File: src/rtl/axis_uart_rx_if.sv
// AXI4-Stream style valid/ready byte channel.
// Master drives tvalid/tdata, slave drives tready.
interface axis_if #(
    parameter int W = 8
) ();
    logic         tvalid;
    logic         tready;
    logic [W-1:0] tdata;

    modport master (
        output tvalid,
        output tdata,
        input  tready
    );

    modport slave (
        input  tvalid,
        input  tdata,
        output tready
    );
endinterface

File: src/rtl/axis_uart_rx.sv
// 16x oversampled UART receiver feeding a FWFT FIFO
// that is drained over an AXI-Stream master port.
module axis_uart_rx #(
    parameter int CLOCK      = 100_000_000,
    parameter int BAUD_RATE  = 115200,
    parameter int FIFO_DEPTH = 4
) (
    input  logic  aclk,
    input  logic  aresetn,
    input  logic  uart_rx,
    axis_if.master m_axis,
    output logic  frame_err,
    output logic  overrun
);

    localparam int DIV = CLOCK / (BAUD_RATE * 16);
    localparam int DW  = (DIV > 1) ? $clog2(DIV) : 1;
    localparam int AW  = (FIFO_DEPTH > 1) ? $clog2(FIFO_DEPTH) : 1;
    localparam int CW  = AW + 1;

    generate
        if (DIV < 1) begin : g_bad_div
            $error("CLOCK too low for BAUD_RATE*16");
        end
        if (FIFO_DEPTH < 2 || (1 << AW) != FIFO_DEPTH) begin : g_bad_depth
            $error("FIFO_DEPTH must be a power of 2, >= 2");
        end
    endgenerate

    typedef enum logic [2:0] {
        IDLE,
        START,
        DATA,
        STOP,
        WAIT_IDLE
    } state_t;

    state_t state;
    state_t state_nxt;

    logic          sync1;
    logic          rx_s;
    logic [DW-1:0] div_cnt;
    logic          tick;
    logic [3:0]    tcnt;
    logic          smp7;
    logic          smp8;
    logic          maj;
    logic          dec;
    logic          last;
    logic [2:0]    bit_cnt;
    logic [7:0]    shreg;

    logic          push;
    logic          ferr_set;
    logic          shift_en;
    logic          bit_inc;

    logic [7:0]    mem [FIFO_DEPTH];
    logic [AW-1:0] wr_ptr;
    logic [AW-1:0] rd_ptr;
    logic [CW-1:0] count;
    logic          pop;
    logic          push_ok;

    always_ff @(posedge aclk or negedge aresetn) begin
        if (!aresetn) begin
            sync1 <= 1'b1;
            rx_s  <= 1'b1;
        end else begin
            sync1 <= uart_rx;
            rx_s  <= sync1;
        end
    end

    // Divider and tick counter are held at zero in IDLE so
    // sampling phase is fixed by the detected start edge.
    assign tick = (div_cnt == DW'(DIV - 1));

    always_ff @(posedge aclk or negedge aresetn) begin
        if (!aresetn) begin
            div_cnt <= '0;
            tcnt    <= '0;
        end else if (state == IDLE) begin
            div_cnt <= '0;
            tcnt    <= '0;
        end else if (tick) begin
            div_cnt <= '0;
            tcnt    <= tcnt + 4'd1;
        end else begin
            div_cnt <= div_cnt + DW'(1);
        end
    end

    always_ff @(posedge aclk or negedge aresetn) begin
        if (!aresetn) begin
            smp7 <= 1'b1;
            smp8 <= 1'b1;
        end else if (tick) begin
            if (tcnt == 4'd7) smp7 <= rx_s;
            if (tcnt == 4'd8) smp8 <= rx_s;
        end
    end

    assign maj  = (smp7 & smp8) | (smp7 & rx_s) | (smp8 & rx_s);
    assign dec  = tick && (tcnt == 4'd9);
    assign last = tick && (tcnt == 4'd15);

    always_ff @(posedge aclk or negedge aresetn) begin
        if (!aresetn) state <= IDLE;
        else          state <= state_nxt;
    end

    always_comb begin
        state_nxt = state;
        unique case (state)
            IDLE: begin
                if (!rx_s) state_nxt = START;
            end
            START: begin
                if (dec && maj) state_nxt = IDLE;
                else if (last)  state_nxt = DATA;
            end
            DATA: begin
                if (last && bit_cnt == 3'd7) state_nxt = STOP;
            end
            STOP: begin
                if (dec) state_nxt = maj ? IDLE : WAIT_IDLE;
            end
            WAIT_IDLE: begin
                if (rx_s) state_nxt = IDLE;
            end
            default: state_nxt = IDLE;
        endcase
    end

    always_comb begin
        push     = 1'b0;
        ferr_set = 1'b0;
        shift_en = 1'b0;
        bit_inc  = 1'b0;
        unique case (state)
            DATA: begin
                shift_en = dec;
                bit_inc  = last;
            end
            STOP: begin
                push     = dec && maj;
                ferr_set = dec && !maj;
            end
            default: ;
        endcase
    end

    always_ff @(posedge aclk or negedge aresetn) begin
        if (!aresetn) begin
            bit_cnt <= '0;
            shreg   <= '0;
        end else begin
            if (state != DATA) bit_cnt <= '0;
            else if (bit_inc)  bit_cnt <= bit_cnt + 3'd1;
            if (shift_en) shreg <= {maj, shreg[7:1]};
        end
    end

    // A full FIFO still takes the byte if the head leaves
    // in the same cycle.
    assign pop     = m_axis.tvalid && m_axis.tready;
    assign push_ok = push && ((count < CW'(FIFO_DEPTH)) || pop);

    always_ff @(posedge aclk or negedge aresetn) begin
        if (!aresetn) begin
            wr_ptr <= '0;
            rd_ptr <= '0;
            count  <= '0;
        end else begin
            if (push_ok) wr_ptr <= wr_ptr + AW'(1);
            if (pop)     rd_ptr <= rd_ptr + AW'(1);
            if (push_ok && !pop)      count <= count + CW'(1);
            else if (pop && !push_ok) count <= count - CW'(1);
        end
    end

    always_ff @(posedge aclk or negedge aresetn) begin
        if (!aresetn) begin
            mem <= '{default: '0};
        end else if (push_ok) begin
            mem[wr_ptr] <= shreg;
        end
    end

    always_ff @(posedge aclk or negedge aresetn) begin
        if (!aresetn) begin
            frame_err <= 1'b0;
            overrun   <= 1'b0;
        end else begin
            frame_err <= ferr_set;
            overrun   <= push && !push_ok;
        end
    end

    assign m_axis.tvalid = (count != '0);
    assign m_axis.tdata  = mem[rd_ptr];

endmodule
File: src/flat_wrapper.sv
// flat-port wrapper written by rule: the top's interface ports become plain ports
module axis_uart_rx_flat 
#(
    parameter int CLOCK      = 100_000_000,
    parameter int BAUD_RATE  = 115200,
    parameter int FIFO_DEPTH = 4
)
  (aclk, aresetn, uart_rx, frame_err, overrun, m_axis_tvalid, m_axis_tdata, m_axis_tready);
  axis_if m_axis_i ();
  input  logic aclk;
  input  logic aresetn;
  input  logic uart_rx;
  output logic frame_err;
  output logic overrun;
  output wire logic [$bits(m_axis_i.tvalid)-1:0] m_axis_tvalid;
  output wire logic [$bits(m_axis_i.tdata)-1:0] m_axis_tdata;
  input wire logic [$bits(m_axis_i.tready)-1:0] m_axis_tready;
  assign m_axis_tvalid = m_axis_i.tvalid;
  assign m_axis_tdata = m_axis_i.tdata;
  assign m_axis_i.tready = m_axis_tready;
  axis_uart_rx #(.CLOCK(CLOCK), .BAUD_RATE(BAUD_RATE), .FIFO_DEPTH(FIFO_DEPTH)) u_core (.aclk(aclk), .aresetn(aresetn), .uart_rx(uart_rx), .m_axis(m_axis_i), .frame_err(frame_err), .overrun(overrun));
endmodule
File: config.mk
export PLATFORM = sky130hd
export DESIGN_NAME = axis_uart_rx_flat
export DESIGN_NICKNAME = d
export VERILOG_FILES = /design/src/rtl/axis_uart_rx_if.sv /design/src/rtl/axis_uart_rx.sv /design/src/flat_wrapper.sv
export SDC_FILE = /design/constraint.sdc
export NUM_CORES = 1
export LEC_CHECK = 0
export ABC_AREA = 1
export ABC_CLOCK_PERIOD_IN_PS = 3100
export CAP_MARGIN = 0
export CORE_MARGIN = 3
export CORE_UTILIZATION = 35
export CTS_CLUSTER_DIAMETER = 100
export DETAILED_ROUTE_END_ITERATION = 8
export HOLD_SLACK_MARGIN = 0.05
export PLACE_DENSITY = 0.58
export SLEW_MARGIN = 20
export SYNTH_ARGS = -nofsm -noshare
export SYNTH_HDL_FRONTEND = slang
export SYNTH_SLANG_ARGS = --single-unit
File: constraint.sdc
create_clock -name aclk -period 3.1 [get_ports aclk]
set_input_delay 0.31 -clock aclk [delete_from_list [all_inputs] [get_ports aclk]]
set_output_delay 0.31 -clock aclk [all_outputs]
set_load 0.02 [all_outputs]
Word-level counts from Yosys, hierarchy flattened:

Cells that the tools add are included.

* bits in registers: 69
* latch bits: 0
* bits in writable memories: 0
* bits in read-only memories: 0
* input bits: 4
* output and inout bits: 11
* word-level logic and storage cells: 101
* memories kept: 0

* add/subtract/negate cells: 7
* multipliers: 0
* divide/modulo/power cells: 0
* order comparisons: 4
* eq/ne operators: 16
* shift-type cells: 0
* mux-type cells: 26
* bitwise operators: 7
* reduce and logical (&&, ||, !) cells: 23

Operator list (number)
* $mux 3: 11
* $bwmux 32: 1
* $mux 8: 3
* $bmux 8 s2: 1
* $demux 8 s2: 1
* $pmux 3 s5: 1
* $eq 4x4->1 const B: 3
* $mux 6: 2
* $logic_and 1x1->1: 11
* $mux 4: 2
* $add 3x1->3 const B: 2
* $add 6x1->6 const B: 1
* $eq 3x2->1 const B: 2
* $eq 3x3->1 const B: 2
* $eq 6x6->1 const B: 1
* $ge 3x3->1 const B: 2
* $ne 2x1->1 const B: 3
* $not 2->3: 2
* $reduce_bool 2->1: 3
* $reduce_and 5->1: 1
* $add 2x1->2 const B: 2
* $add 4x1->4 const B: 1
* $eq 4x3->1 const B: 1
* $mux 1: 4
* other kinds (14): 20

Logic depth before layout (Yosys ltp):

* depth after elaboration: 10
* gate-level depth with buffers: 14
* depth with buffers taken out: 14

Worst setup path before layout:

No wires, ideal clock.

* kind: register -> register
* from: reg u_core.tcnt[1]
* to: reg u_core.count[2]
* setup time: 0.131 ns
* arrival time: 2.255 ns
* data required time: 2.969 ns
* setup slack: 0.714 ns
* stages on the path, launching flop included: 15
* buffers on the path: 0
* period minus slack after synthesis: 2.386 ns
* cell sequence: dfrtp_1 > inv_1 > ha_1 > inv_1 > nor2_1 > nand3_4 > nor2_8 > nand2_1 > inv_2 > ha_1 > inv_1 > fa_1 > a21oi_1 > o21ai_0 > xor2_1

* longest elaborated chain between the ends: 8
* elaborated cells between the ends (all ways): 10
* classes of those cells: 1 x eq/ne; 2 x mux; 7 x reduce/logical

RTL lines
* from (decl): RTL line axis_uart_rx.sv:45 `logic [3:0] tcnt;`
* from (signal assigned): RTL line axis_uart_rx.sv:89 `tcnt <= tcnt + 4'd1;`
* $eq 4x4->1 *: RTL line axis_uart_rx.sv:106 `assign dec = tick && (tcnt == 4'd9);`
* $logic_and 1x1->1 *: RTL line axis_uart_rx.sv:106
* $logic_and 1x1->1 *: RTL line axis_uart_rx.sv:148 `push = dec && maj;`
* $mux 1 *: RTL line axis_uart_rx.sv:142 `unique case (state)`
* $logic_and 1x1->1 *: RTL line axis_uart_rx.sv:169 `assign push_ok = push && ((count < CW'(FIFO_DEPTH)) || pop);`
* net u_core.push_ok: RTL line axis_uart_rx.sv:64 `logic push_ok;`
* $logic_not 1->1: RTL line axis_uart_rx.sv:180 `else if (pop && !push_ok) count <= count - CW'(1);`
* $logic_and 1x1->1: RTL line axis_uart_rx.sv:180
* $reduce_bool 2->1 (no line)
* to (signal assigned): RTL line axis_uart_rx.sv:179 `if (push_ok && !pop) count <= count + CW'(1);`
* to (signal assigned): RTL line axis_uart_rx.sv:180
* to (decl): RTL line axis_uart_rx.sv:62 `logic [CW-1:0] count;`

The timed path passes the listed nets; every way through them passes the cells marked *.
A chain may end at the register's enable or synchronous reset.

Final worst setup path:

* from: reg u_core.rd_ptr[0]
* to: out m_axis_tdata[7]

* longest elaborated chain between the ends: 4

RTL lines
* from (decl): RTL line axis_uart_rx.sv:61 `logic [AW-1:0] rd_ptr;`
* from (signal assigned): RTL line axis_uart_rx.sv:178 `if (pop) rd_ptr <= rd_ptr + AW'(1);`
* $not 2->3 (not written as such): RTL line axis_uart_rx.sv:203 `assign m_axis.tdata = mem[rd_ptr];`
* $bmux 8 s2: RTL line axis_uart_rx.sv:203
* $mux 8 (not written as such) (2 in series): RTL line axis_uart_rx.sv:203
* to (decl): RTL line flat_wrapper.sv:16 `output wire logic [$bits(m_axis_i.tdata)-1:0] m_axis_tdata;`

No other way between the ends. The select of a mux whose other input is x is not followed.

==> results.json <==
{
  "postCtsSetupBuffers": 0,
  "end_kind": "primary output",
  "period_needed_ns": 2.73,
  "die_y_microns": 103,
  "drt-initial-drc-count": 88,
  "ys_top_cells_by_area": "dfrtp_1 (50%), nand2_1 (8.9%), o21ai_0 (5.2%), ha_1 (4.6%), nor2_1 (3.8%)",
  "grt_usage": 0.131,
  "yosys_warnings": 0,
  "core_area_sq_um": 8890,
  "skew_ns": 0.00825,
  "grt_pass1_wl_microns": 10500,
  "cts_resized": 0,
  "reg2reg_depth": 14,
  "regArea_sq_um": 1730,
  "cts_buffer_depth": 2,
  "outcome": "completed",
  "postCtsHoldBufs": 1,
  "ys.flop_type": "dfrtp_1",
  "cp_top_family": "buffers and inverters",
  "dieArea_sq_um": 10500,
  "switching_share": 0.321,
  "power_mw": 2.32,
  "final_util": 0.415,
  "critPathArrivalTime_ns": 2.42,
  "yosysTopAreaCell": "dfrtp_1",
  "layout-drive-gt1-share": 0.121,
  "grt_pass1_vias": 2193,
  "die_x_microns": 103,
  "cts_made_buffers": 9,
  "syn_area_sq_um": 3260,
  "fillers": 880,
  "worst-path-buf-inv": 2,
  "crit-reg2reg-launch": "u_core.tcnt[1]",
  "synth_seq_cells": 69,
  "powerDensity_nw_per_um2": 629,
  "p_clk_frac": 0.319,
  "routedWlPerCell_microns": 12.8,
  "r2r_setup_slack_ns": 0.54,
  "synth_edf_count": 0,
  "finalMaxSlewViolations": 0,
  "intPower_mw": 1.58,
  "min_from": "u_core.sync1",
  "slowest_delay_ns": 0.64,
  "critPathMaxFanout": 18,
  "timing.rr.end": "u_core.count[2]",
  "multi_input_area_sq_um": 1360,
  "slew-limit-headroom": 0.616,
  "min_path_cells": 0,
  "drv_cap": 0,
  "overflow": 0,
  "synth.most_common_cell": "nand2_1",
  "io_pins": 15,
  "ys_seq_area_frac": 0.531,
  "synthCells": 348,
  "slowest_stage": "clkdlybuf4s50_1",
  "setup_tns_ns": 0,
  "antenna_found_initial": 0,
  "power_frac_seq": 0.436,
  "finalSetupViolCount": 0,
  "hpwl_microns": 4280,
  "antenna-diode-count": 0,
  "syn-num-nets": 365,
  "area_growth_pct": 13.2,
  "initial_core_util": 0.367,
  "avgViaCountPerCell": 4.83,
  "detailroute.via_count": 2316,
  "postSynthAreaPerCell_sq_um": 9.37,
  "place.gp.congestion": 0.795,
  "rows": 34,
  "cts-root-buf": "clkbuf_8",
  "cp_data_required_time_ns": 2.79,
  "nets": 384,
  "rsz0062_at_grt": "false",
  "p_comb_frac": 0.245,
  "cp_num_cells": 4,
  "synthDistinctLibCells": 31,
  "synthTopCellsByCount": "nand2_1 (77), dfrtp_1 (65), o21ai_0 (34)",
  "start_kind": "flop",
  "max_freq_mhz": 366,
  "ir_worst_vdd_uv": 242,
  "p_sw_mw": 0.746,
  "drt_pass1_iterations": 4,
  "cts_tree": "yes",
  "grt_max_degree": 47,
  "wl_microns": 6150,
  "finalCritPeriodShare": 0.881,
  "synthArstFlopShare": 1.00,
  "min_path_type": "flop to flop",
  "htree_levels": 3,
  "placed_area_sq_um": 3480,
  "io_buffers": 14,
  "cp_cell_sequence": "inv_1 > o21ai_0 > o22ai_1 > clkdlybuf4s50_1",
  "tightest_slew_ns": 0.576,
  "drc": 0,
  "final_area_sq_um": 3690,
  "cts_sinks": 69,
  "min_to": "u_core.rx_s",
  "clock_latency_ns": 0.35,
  "p_leak_nw": 1.65,
  "drt.antenna.violating_nets": 0,
  "yosysTopAreaCellShare": 0.499,
  "hold_viol": 0,
  "path_clk_slew_ns": 0.08,
  "critPathKind": "flop to primary output"
}
-- worst max path at each step --
stage                      from  slack (ns)         endpoint
2_1_floorplan    u_core.tcnt[1]        0.71  u_core.count[2]
3_3_place_gp     u_core.tcnt[1]        0.61  u_core.count[2]
3_5_place_dp     u_core.tcnt[1]        0.52  u_core.count[2]
4_1_cts        u_core.rd_ptr[0]        0.34  m_axis_tdata[7]
5_1_grt        u_core.rd_ptr[0]        0.11  m_axis_tdata[7]
6_report       u_core.rd_ptr[0]        0.37  m_axis_tdata[7]
-- power by group through the flow --
stage | logic (mW) | clock network (mW) | registers (mW)
after floorplan | 0.391 | 0 | 0.974
after global placement | 0.569 | 0 | 1.03
after detailed placement | 0.576 | 0 | 1.03
after CTS | 0.577 | 0.761 | 1.02
after global routing | 0.630 | 0.808 | 1.02
final | 0.569 | 0.740 | 1.01
-- through the flow --
step	hold WS (ns)	setup WS, ns	cells
4_1_cts	0.355	0.337	480
3_3_place_gp	0.327	0.613	463
5_1_grt	0.362	0.111	480
6_report	0.356	0.369	480
2_1_floorplan	0.0144	0.714	348
3_5_place_dp	0.327	0.519	463
-- state kept, by name, summed over array words and instances, names as in the netlist --
signal / count
u_core.wr_ptr: 2
u_core.state: 3
u_core.rx_s: 1
u_core.tcnt: 4
u_core.bit_cnt: 3
u_core.overrun: 1
u_core.count: 3
u_core.shreg: 8
u_core.rd_ptr: 2
u_core.smp7: 1
u_core.div_cnt: 6
u_core.smp8: 1
u_core.frame_err: 1
u_core.mem: 32
u_core.sync1: 1
-- logic make-up after synthesis --
logic type / after synthesis / synth area share
adder cells (fa/ha/maj): 13 / 0.0522
buffers and inverters: 38 / 0.0533
flip-flops: 69 / 0.531
XOR/XNOR: 5 / 0.0134
multiplexers: 1 / 0.00345
AO/OA/AOI/OAI: 80 / 0.136
AND/OR/NAND/NOR: 142 / 0.211
-- placed cells by master (no fill, tap or decap), types with 2 or more instances in the layout --
master,netlist,routed
dfrtp_1,65,65
nand4_1,4,4
inv_1,25,25
nor3_1,3,3
o22ai_1,8,8
o21ai_0,34,34
nor2_8,2,2
inv_2,4,4
xor2_1,4,4
clkinvlp_4,0,4
o21ai_1,24,24
dfstp_2,4,4
clkdlybuf4s50_1,0,13
buf_4,0,2
a21oi_1,5,5
clkbuf_8,0,10
nand3_4,5,5
o21ai_2,8,8
nand3_1,12,12
nor2_1,33,33
ha_1,12,12
nand2_1,77,77
-- routing by layer --
metal / vias to the layer above / part of all wire / global-route usage
li1: 1189 / - / -
met1: 1085 / 0.48 / 0.168
met2: 38 / 0.47 / 0.210
met3: 4 / 0.043 / 0.0507
met4: 0 / 0.0055 / 0.0303
met5: - / 0 / 0
-- cell type report --
class | instances | share of cell area
sequential | 69 | 0.469
tap | 108 | 0.0366
timing repair buffer | 17 | 0.0434
clock buffer | 11 | 0.0383
clock inverter | 5 | 0.0163
multi-input combinational | 241 | 0.367
inverter | 29 | 0.0295
(Power assumes the default switching activity.)
